### src/rtl/mem_copy_pkg.sv
// Shared types and constants for the memory copy engine.
package mem_copy_pkg;

  typedef enum logic [1:0] {
    IDLE  = 2'd0,
    RUN   = 2'd1,
    DRAIN = 2'd2,
    DONE  = 2'd3
  } state_t;

  typedef enum logic {
    FORWARD  = 1'b0,
    BACKWARD = 1'b1
  } dir_t;

  // Cycles from read address to read data; sets the write-pipeline depth.
  localparam int MEM_READ_LATENCY = 1;

endpackage

### src/rtl/copy_addr_gen.sv
// Loadable wrapping address counter; load wins over step, step moves one word
// in the selected direction with modulo-2^WIDTH wrap.
module copy_addr_gen
  import mem_copy_pkg::*;
#(
  parameter int WIDTH = 16
) (
  input  logic             clock,
  input  logic             reset_n,
  input  logic             load,
  input  logic [WIDTH-1:0] load_addr,
  input  logic             step,
  input  dir_t             dir,
  output logic [WIDTH-1:0] addr
);

  localparam logic [WIDTH-1:0] ONE = WIDTH'(1);

  logic [WIDTH-1:0] addr_q, addr_d;

  always_comb begin
    addr_d = addr_q;
    if (load) begin
      addr_d = load_addr;
    end else if (step) begin
      addr_d = (dir == BACKWARD) ? addr_q - ONE : addr_q + ONE;
    end
  end

  always_ff @(posedge clock or negedge reset_n) begin
    if (!reset_n) begin
      addr_q <= '0;
    end else begin
      addr_q <= addr_d;
    end
  end

  assign addr = addr_q;

endmodule

### src/rtl/mem_copy_engine.sv
// Block copy engine with memmove semantics: one read issued per cycle, each
// write follows its read by the memory read latency.
module mem_copy_engine
  import mem_copy_pkg::*;
#(
  parameter int ADDR_WIDTH = 16,
  parameter int DATA_WIDTH = 16,
  parameter int LEN_WIDTH  = 16
) (
  input  logic                  clock,
  input  logic                  reset_n,
  input  logic                  start,
  input  logic [ADDR_WIDTH-1:0] src_addr,
  input  logic [ADDR_WIDTH-1:0] dst_addr,
  input  logic [LEN_WIDTH-1:0]  length,
  output logic                  busy,
  output logic                  done,
  output logic [ADDR_WIDTH-1:0] mem_read_addr,
  input  logic [DATA_WIDTH-1:0] mem_read_out,
  output logic [ADDR_WIDTH-1:0] mem_write_addr,
  output logic [DATA_WIDTH-1:0] mem_write_data,
  output logic                  mem_write_ctrl
);

  localparam int CMP_W = (ADDR_WIDTH > LEN_WIDTH) ? ADDR_WIDTH : LEN_WIDTH;
  localparam logic [LEN_WIDTH-1:0]  LEN_ONE  = LEN_WIDTH'(1);
  localparam logic [ADDR_WIDTH-1:0] ADDR_ONE = ADDR_WIDTH'(1);

  state_t                 state_q, state_d;
  dir_t                   dir_q, dir_d;
  logic [LEN_WIDTH-1:0]   cnt_q, cnt_d;

  logic [ADDR_WIDTH-1:0]  diff, len_m1, src_first, dst_first;
  logic [ADDR_WIDTH-1:0]  src_cur, dst_cur;
  logic [CMP_W-1:0]       diff_x, len_x;
  logic                   backward, load, step;

  logic [MEM_READ_LATENCY-1:0] wr_vld_q, wr_vld_d;
  logic [ADDR_WIDTH-1:0]       wr_addr_q [MEM_READ_LATENCY];
  logic [ADDR_WIDTH-1:0]       wr_addr_d [MEM_READ_LATENCY];

  // Overlap with the destination ahead of the source must copy from the top down.
  assign diff      = dst_addr - src_addr;
  assign diff_x    = CMP_W'(diff);
  assign len_x     = CMP_W'(length);
  assign backward  = (diff != '0) && (diff_x < len_x);
  assign len_m1    = ADDR_WIDTH'(length) - ADDR_ONE;
  assign src_first = backward ? src_addr + len_m1 : src_addr;
  assign dst_first = backward ? dst_addr + len_m1 : dst_addr;

  always_comb begin
    state_d = state_q;
    dir_d   = dir_q;
    cnt_d   = cnt_q;
    load    = 1'b0;
    step    = 1'b0;
    case (state_q)
      IDLE: begin
        if (start) begin
          if ((length == '0) || (dst_addr == src_addr)) begin
            state_d = DONE;
          end else begin
            load    = 1'b1;
            dir_d   = backward ? BACKWARD : FORWARD;
            cnt_d   = length - LEN_ONE;
            state_d = RUN;
          end
        end
      end
      RUN: begin
        step = 1'b1;
        if (cnt_q == '0) begin
          state_d = DRAIN;
        end else begin
          cnt_d = cnt_q - LEN_ONE;
        end
      end
      DRAIN:   state_d = DONE;
      DONE:    state_d = IDLE;
      default: state_d = IDLE;
    endcase
  end

  always_ff @(posedge clock or negedge reset_n) begin
    if (!reset_n) begin
      state_q <= IDLE;
      dir_q   <= FORWARD;
      cnt_q   <= '0;
    end else begin
      state_q <= state_d;
      dir_q   <= dir_d;
      cnt_q   <= cnt_d;
    end
  end

  copy_addr_gen #(.WIDTH(ADDR_WIDTH)) u_src_gen (
    .clock     (clock),
    .reset_n   (reset_n),
    .load      (load),
    .load_addr (src_first),
    .step      (step),
    .dir       (dir_q),
    .addr      (src_cur)
  );

  copy_addr_gen #(.WIDTH(ADDR_WIDTH)) u_dst_gen (
    .clock     (clock),
    .reset_n   (reset_n),
    .load      (load),
    .load_addr (dst_first),
    .step      (step),
    .dir       (dir_q),
    .addr      (dst_cur)
  );

  // The destination counter tracks the read in flight; delay it to meet the data.
  always_comb begin
    wr_vld_d[0]  = (state_q == RUN);
    wr_addr_d[0] = dst_cur;
    for (int i = 1; i < MEM_READ_LATENCY; i++) begin
      wr_vld_d[i]  = wr_vld_q[i-1];
      wr_addr_d[i] = wr_addr_q[i-1];
    end
  end

  always_ff @(posedge clock or negedge reset_n) begin
    if (!reset_n) begin
      wr_vld_q <= '0;
      for (int i = 0; i < MEM_READ_LATENCY; i++) begin
        wr_addr_q[i] <= '0;
      end
    end else begin
      wr_vld_q <= wr_vld_d;
      for (int i = 0; i < MEM_READ_LATENCY; i++) begin
        wr_addr_q[i] <= wr_addr_d[i];
      end
    end
  end

  assign busy           = (state_q == RUN) || (state_q == DRAIN);
  assign done           = (state_q == DONE);
  assign mem_read_addr  = src_cur;
  assign mem_write_ctrl = wr_vld_q[MEM_READ_LATENCY-1];
  assign mem_write_addr = wr_addr_q[MEM_READ_LATENCY-1];
  assign mem_write_data = mem_read_out;

endmodule
### config.mk
export PLATFORM = sky130hd
export DESIGN_NAME = mem_copy_engine
export DESIGN_NICKNAME = d
export VERILOG_FILES = /design/src/rtl/mem_copy_pkg.sv /design/src/rtl/copy_addr_gen.sv /design/src/rtl/mem_copy_engine.sv
export SDC_FILE = /design/constraint.sdc
export NUM_CORES = 1
export LEC_CHECK = 0
export ABC_AREA = 0
export CAP_MARGIN = 20
export CORE_ASPECT_RATIO = 0.9
export CORE_UTILIZATION = 42
export CTS_BUF_LIST = sky130_fd_sc_hd__clkbuf_16
export DETAILED_ROUTE_END_ITERATION = 12
export GPL_ROUTABILITY_DRIVEN = 0
export PLACE_DENSITY = 0.65
export SLEW_MARGIN = 0
export SYNTH_ARGS = -nofsm -noshare
export SYNTH_HDL_FRONTEND = slang
export SYNTH_SLANG_ARGS = --single-unit
### constraint.sdc
create_clock -name clock -period 9.5 [get_ports clock]
set_clock_uncertainty 0.15 [all_clocks]
set_input_delay 1.9 -clock clock [delete_from_list [all_inputs] [get_ports clock]]
set_output_delay 1.9 -clock clock [all_outputs]
set_load 0.05 [all_outputs]
==> run metrics <==
net count after synthesis 1,132; max-slew violations 0; RR Startpoint dir_q$_DFFE_PN0P_; Max Cap Viol 0; Hold WC Path Type flip-flop to flip-flop; WHS Path Cells 0; count of different cell masters after synthesis 72; ratio of cells with drive above 1 in the final layout 4.17%; Worst Hold Endpoint mem_write_addr[15]$_DFF_PN0_; CP Data Required Time 9.57 ns; area occupied by multi-input gates 0.00559 mm²; sequential area share after synthesis 21.9%; CP Launch Type input pin; crit path capture type flip-flop; Top delay family on crit path compound AO/OA/AOI/OAI gates; Final Hold Viols 0; Syn Area/Cell 8.06 µm²; Final Instance Area 0.00904 mm²; pwr dens 331 mW/mm²; Row Count 46; CTS tree done; Synth Flop Type dfrtp_1; period utilisation layout 71.1%; Final #Nets 1,191; Post-synth EDFFs 0; Port Buffers 85; Crit-path slowest cell a31oi_4; met2 Usage GRT 35.8%; Reg-to-Reg End u_src_gen.addr[15]$_DFFE_PN0P_; placed instance area 0.00875 mm²; VDD IR-drop max 0.000122 V; Initial DRC Count 562; vias per inst 5.80; Wirelength per Cell 17.5 µm; most crowded layer after global routing met2; DIE WIDTH 146 µm; DR pass1 iterations 5; Clock Path Buffers 2; RSZ-0062 raised after global routing no; CP Data Arrival Time 6.82 ns; DRC Markers 0; TNS Setup 0 ns; minimum hold slack 0.254 ns; Setup Fix Bufs, Post-CTS 0; FILL cells 1,693; core box area 0.0179 mm²; Post-Syn Area 0.00779 mm²; status finished clean; ys async rst share 100%; initial core utilization 43.5%; maximum clock rate 0.148 GHz; M1 GR Usage 34.1%; total vias in the final route 7,366; total wire length 22,300 µm; commonest non-fill, non-tap cell in the layout ha_1; crit path kind input pin to flip-flop; Yosys warning count 0; worst path buffer plus inverter count 2; crit-path cells clkdlybuf4s50_1 -> inv_1 -> ha_1 -> nand2b_1 -> a21o_1 -> a211oi_2 -> o21ai_0 -> a211o_1 -> ha_1 -> a21o_1 -> a21oi_1 -> nor2b_1 -> o211ai_1 -> a31oi_1 -> a211o_1 -> a31oi_4 -> mux2_1 -> mux2_2; ANT cells 0; I/O pins 118; r2r setup slk 6.04 ns; Final min period 6.75 ns; Final setup viols 0; reg2reg path depth 10; CTS resizes 0; cell leakage power 3.91 nW; crit-path max FO 34; Synth Register Bits 68; global-route wire length before repair 35,200 µm; Slew headroom 36.3%; Worst-path clk slew 0.06 ns; largest net degree at the start of global routing 85; GRT Util Overall 23.3%; slew of the pin with the lowest slew margin 0.956 ns; most frequent cells in the layout ha_1, clkdlybuf4s50_1, inv_1; Detailed Place HPWL 17,200 µm; clock root cell clkbuf_16; Syn Inst Count 966; fin util 50.5%; Area Overhead vs Synth 16.1%; vias in the first global route 6,671; initial antenna violation count 0; GRT met3 Usage 2.50%; Final ANT Viol Nets 0; Chip Height 131 µm; Max stage delay on crit path 0.76 ns; # clock sinks 68; # hold bufs at CTS 0; H-tree levels 3; sequential cell area 0.00170 mm²; hold_sp u_dst_gen.addr[15]$_DFFE_PN0P_; GR Overflow Total 0; clk_lat worst skew 0.34 ns; die area 0.0191 mm²; Inserted Clock Buffers 9
-- metal layers --
metal  part of all wire [%]  wire length (µm)  up-vias
met5                      0                 0        -
met4                    1.9               425        0
met3                    5.9              1310       28
met2                     44              9810      258
met1                     48             10700     3409
li1                       -                 -     3671
-- cell usage after synthesis, types with 17 or more instances --
cell type  count  area (µm²)
nand2b_1      19         119
nor2b_1       26         163
a211oi_1      26         195
o22ai_1       17         106
o21ai_0       52         260
a21oi_1       60         300
inv_1         71         267
nor2_1        58         218
nand3_1       38         190
nand2_1       60         225
xnor2_1       50         438
and3_1        18         113
nor3_1        39         195
a31oi_1       23         144
ha_1          94        1180
buf_4         17         128
a21o_1        20         150
clkbuf_1      21        78.8
dfrtp_1       68        1700
-- sequential cells by signal, indices dropped and copies added, names as in the netlist --
signal	cells
u_src_gen.addr	16
state_q	2
mem_write_addr	16
dir_q	1
u_dst_gen.addr	16
mem_write_ctrl	1
cnt_q	16
-- worst max-delay path by stage --
stage,startpoint,endpoint,slack (ns),cells after the start
2_1_floorplan,dst_addr[0],u_dst_gen.addr[14]$_DFFE_PN0P_,3.93,17
3_3_place_gp,dst_addr[0],u_dst_gen.addr[14]$_DFFE_PN0P_,2.50,18
3_5_place_dp,dst_addr[0],u_dst_gen.addr[14]$_DFFE_PN0P_,2.40,18
4_1_cts,dst_addr[0],u_dst_gen.addr[14]$_DFFE_PN0P_,2.74,18
5_1_grt,dst_addr[0],u_dst_gen.addr[14]$_DFFE_PN0P_,2.43,18
6_report,src_addr[1],u_dst_gen.addr[14]$_DFFE_PN0P_,2.75,18
-- power by group --
part,switching (mW),total [mW],internal (mW)
clock,0.135,0.335,0.200
combinational,1.25,2.09,0.847
sequential,0.118,0.559,0.442
-- logic make-up after synthesis --
kind of cell,synth area share (%)
AND/OR/NAND/NOR,20.7
AO/OA/AOI/OAI,25.2
adder cells (fa/ha/maj),16.4
flip-flops,21.9
XOR/XNOR,7.20
buffers and inverters,6.38
multiplexers,2.23
-- cell type report --
| cell class | instances | share of cell area, % |
|---|---|---|
| Clock inverter | 7 | 0.665 |
| Clock buffer | 9 | 2.49 |
| Timing Repair Buffer | 91 | 9.86 |
| Multi-Input combinational cell | 784 | 61.9 |
| Tap cell | 240 | 3.32 |
| Sequential cell | 68 | 18.8 |
| Inverter | 71 | 2.95 |
-- stage by stage --
step	setup WS, ns	instances	total power, mW
after floorplan	3.93	966	2.13
after global placement	2.50	1254	2.60
after detailed placement	2.40	1254	2.63
after CTS	2.74	1270	2.98
after global routing	2.43	1270	3.22
final	2.75	1270	2.99
Note: power is estimated with default switching activity, not from simulation.
==> RTL change 1, RTL diff (config.mk and constraints unchanged) <==
`LEN_WIDTH`: 16 -> 32.
--- a/src/rtl/mem_copy_engine.sv
+++ b/src/rtl/mem_copy_engine.sv
@@ -6,5 +6,5 @@
   parameter int ADDR_WIDTH = 16,
   parameter int DATA_WIDTH = 16,
-  parameter int LEN_WIDTH  = 16
+  parameter int LEN_WIDTH  = 32
 ) (
   input  logic                  clock,
Ports: changed (resized length); port bits go from 118 to 134. No check against the original RTL was run, so the function may have changed too.
==> RTL change 1 against the unedited design <==
  * Wire length up 19%
  * Cell area increased by 20%
  * Synthesized area grew 21%
  * Setup slack better by 0.18 ns
  * Power grew 22%
  * Sequential cell count is 16 higher
  * Critical path type unchanged
  * Largest cell class unchanged
==> RTL change 1: results (changes against the unedited design) <==
[final_layout]
sh_seq_area_pct=19.4  ; +0.56 points
buffer_area_share_pct=9.77  ; -0.092 points
finalNetCount=1406  ; +18%
nNonClkInverters=64  ; -9.9%
multi_input_comb_area_mm2=0.00673  ; +20%
utilization_pct=49.7  ; -0.82 points
multi_input_comb_cells=960  ; +22%

[synth]
ys_top_cells_by_count=117 x a21oi_1, 94 x ha_1, 89 x nor2_1
synth_cell_types=82  ; +14%
synth_nets=1347  ; +19%
yosysSeqAreaShare_pct=22.3  ; +0.45 points
synth-seq-cells=84  ; +24%

[pwr]
power_leakage_uw=0.00471  ; +20%
irDropWorstVdd_mv=0.227  ; +87%
total_power_uw=3630  ; +22%
switching_share_pct=50.5  ; +0.36 points
seq_power_share_pct=20.6  ; +1.9 points

[timing]
max_slew_margin_pct=31.9  ; -4.4 points
worst_hold_slack_ns=0.254  ; -0.0000920 ns

[die]
die-width_um=160  ; +9.9%

[grt]
grt_pass1_wl_mm=42.9  ; +22%
first_global_vias=8126  ; +22%
antenna_found_initial=1  ; +1

[run_status]
status=complete, no violations

[critical_path]
cp_max_fo=20  ; -41%
reg2reg_slack_ns=4.57  ; -1.47 ns
timing.critical_path.to=u_dst_gen.addr[1]$_DFFE_PN0P_
crit_path_top_delay_cell=clkdlybuf4s50_1

[routing]
first_iter_violations=755  ; +34%
via_count=8792  ; +19%

[place]
post_dp_cell_area_mm2=0.0105  ; +20%
io_buffers=101  ; +19%
hpwl_mm=19.9  ; +15%

[worst_hold_path]
min_to=mem_write_addr[11]$_DFF_PN0_

RTL change 1: changes by cell type in the layout (fill, tap and decap cells not counted), moves of 14 or more:
| cell | before | now |
|---|---|---|
| a21oi_1 | 60 | 117 |
| nor2_1 | 57 | 89 |
| o21ai_0 | 52 | 82 |
| mux2i_1 | 14 | 39 |
| a31oi_1 | 23 | 4 |
| clkdlybuf4s50_1 | 84 | 100 |
| dfrtp_1 | 68 | 84 |
| xor2_1 | 14 | 29 |
| nand3_1 | 38 | 52 |
RTL change 1: logic make-up after synthesis:
kind of cell / Yosys count / synth area share (%)
multiplexers: 44 / 4.74
adder cells (fa/ha/maj): 99 / 13.5
AO/OA/AOI/OAI: 371 / 25.6
AND/OR/NAND/NOR: 355 / 19.0
XOR/XNOR: 91 / 8.46
buffers and inverters: 121 / 6.39
flip-flops: 84 / 22.3
RTL change 1: per-layer routing:
metal  part of all wire (%)  global-route usage (%)
met2                     45                    37.9
met5                  0.041                       0
met1                     49                    33.2
met3                    5.0                    2.87
met4                   0.77                    4.86
==> RTL change 2, RTL diff (same settings) <==
Made on the original files. Make the reset (`reset_n`) synchronous in 3 clocked blocks.
--- a/src/rtl/copy_addr_gen.sv
+++ b/src/rtl/copy_addr_gen.sv
@@ -28,5 +28,5 @@
   end
 
-  always_ff @(posedge clock or negedge reset_n) begin
+  always_ff @(posedge clock) begin
     if (!reset_n) begin
       addr_q <= '0;
--- a/src/rtl/mem_copy_engine.sv
+++ b/src/rtl/mem_copy_engine.sv
@@ -82,5 +82,5 @@
   end
 
-  always_ff @(posedge clock or negedge reset_n) begin
+  always_ff @(posedge clock) begin
     if (!reset_n) begin
       state_q <= IDLE;
@@ -124,5 +124,5 @@
   end
 
-  always_ff @(posedge clock or negedge reset_n) begin
+  always_ff @(posedge clock) begin
     if (!reset_n) begin
       wr_vld_q <= '0;
Check against the original RTL: differs if reset_n is asserted again (counterexample within 4 cycles, from zero or initial values and one cycle with reset_n low); with reset_n held inactive, the same outputs for 4 cycles.
==> RTL change 2 against the unedited design <==
  * Die area shrank 0.19%
  * Critical endpoint is now u_dst_gen.addr[4]$_SDFFE_PN0P_
  * Setup slack better by 0.65 ns
  * Wire length up 1.8%
  * Count of clock-buffer cells in the layout is the same
  * Global-route usage increased by 0.98 points
  * Synthesized area shrank 0.19%
  * Sequential cell count is the same
  * Power is 25% lower
  * Worst hold slack improved by 0.078 ns
  * Cell area fell by 0.76%
==> RTL change 2: results (changes against the unedited design) <==
[run_status]
status=complete, no violations

[grt]
met3_usage_pct=4.62  ; +2.1 points
met2_usage_pct=38.0  ; +2.2 points
grt_use_total_pct=24.2  ; +0.98 points
use_met1_pct=33.3  ; -0.76 points
grt_max_degree=71  ; -16%

[timing]
worst_hold_slack_ns=0.331  ; +0.0776 ns

[synth]
synth_flop_cell=dfxtp_1
ys_top_cells_by_count=94 x ha_1, 86 x a21oi_1, 83 x nor2_1
yosysSeqAreaShare_pct=17.5  ; -4.3 points
synth-async-reset-ratio_pct=0  ; -100 points

[worst_hold_path]
min_path_cells=1  ; +1
min_from=u_dst_gen.addr[15]$_SDFFE_PN0P_

[routing]
post_drt_via_cell_ratio=5.80  ; about the same
firstDrtPassIters=6  ; +1
wl_met1_mm=11.0  ; +2.8%
met3WireLength_mm=1.64  ; +26%

[place]
hpwl_mm=17.5  ; +1.7%
post_dp_cell_area_mm2=0.00867  ; -0.96%
dp_slack_ns=3.11  ; +0.713 ns
dp.cells=1303  ; +3.9%

[critical_path]
reg2regPathDepth=11  ; +1
reg2reg_to=u_src_gen.addr[14]$_SDFFE_PN0P_
timing.critical_path.to=u_dst_gen.addr[4]$_SDFFE_PN0P_
crit_path_top_delay_cell=or4_1

[pwr]
power_leakage_uw=0.00372  ; -5.0%
p_seq_uw=483  ; -14%

-- RTL change 2: cell types whose count changed after synthesis, moves of 16 or more --
| cell | unedited run | this run |
|---|---|---|
| dfrtp_1 | 68 | 0 |
| nor2b_1 | 26 | 9 |
| a21oi_1 | 60 | 86 |
| nor2_1 | 58 | 83 |
| dfxtp_1 | 0 | 68 |
| o21ai_0 | 52 | 72 |
| o22ai_1 | 17 | 1 |
-- RTL change 2: logic make-up after synthesis --
logic type / Yosys count / synth area share [%]
flops: 68 / 17.5
simple gates: 334 / 21.8
compound gates: 316 / 26.7
mux: 17 / 2.37
xor+xnor: 70 / 7.89
buf+inv: 127 / 7.33
fa+ha+maj: 99 / 16.4
-- RTL change 2: cell type report --
type	count	area, um^2
fillers	1768	8870
multi-input cells	836	5850
flip-flops and latches	68	1360
repair buffers	93	911
well taps	240	300
inverters	66	248
clock buffers	9	225
clock inverters	7	75.1
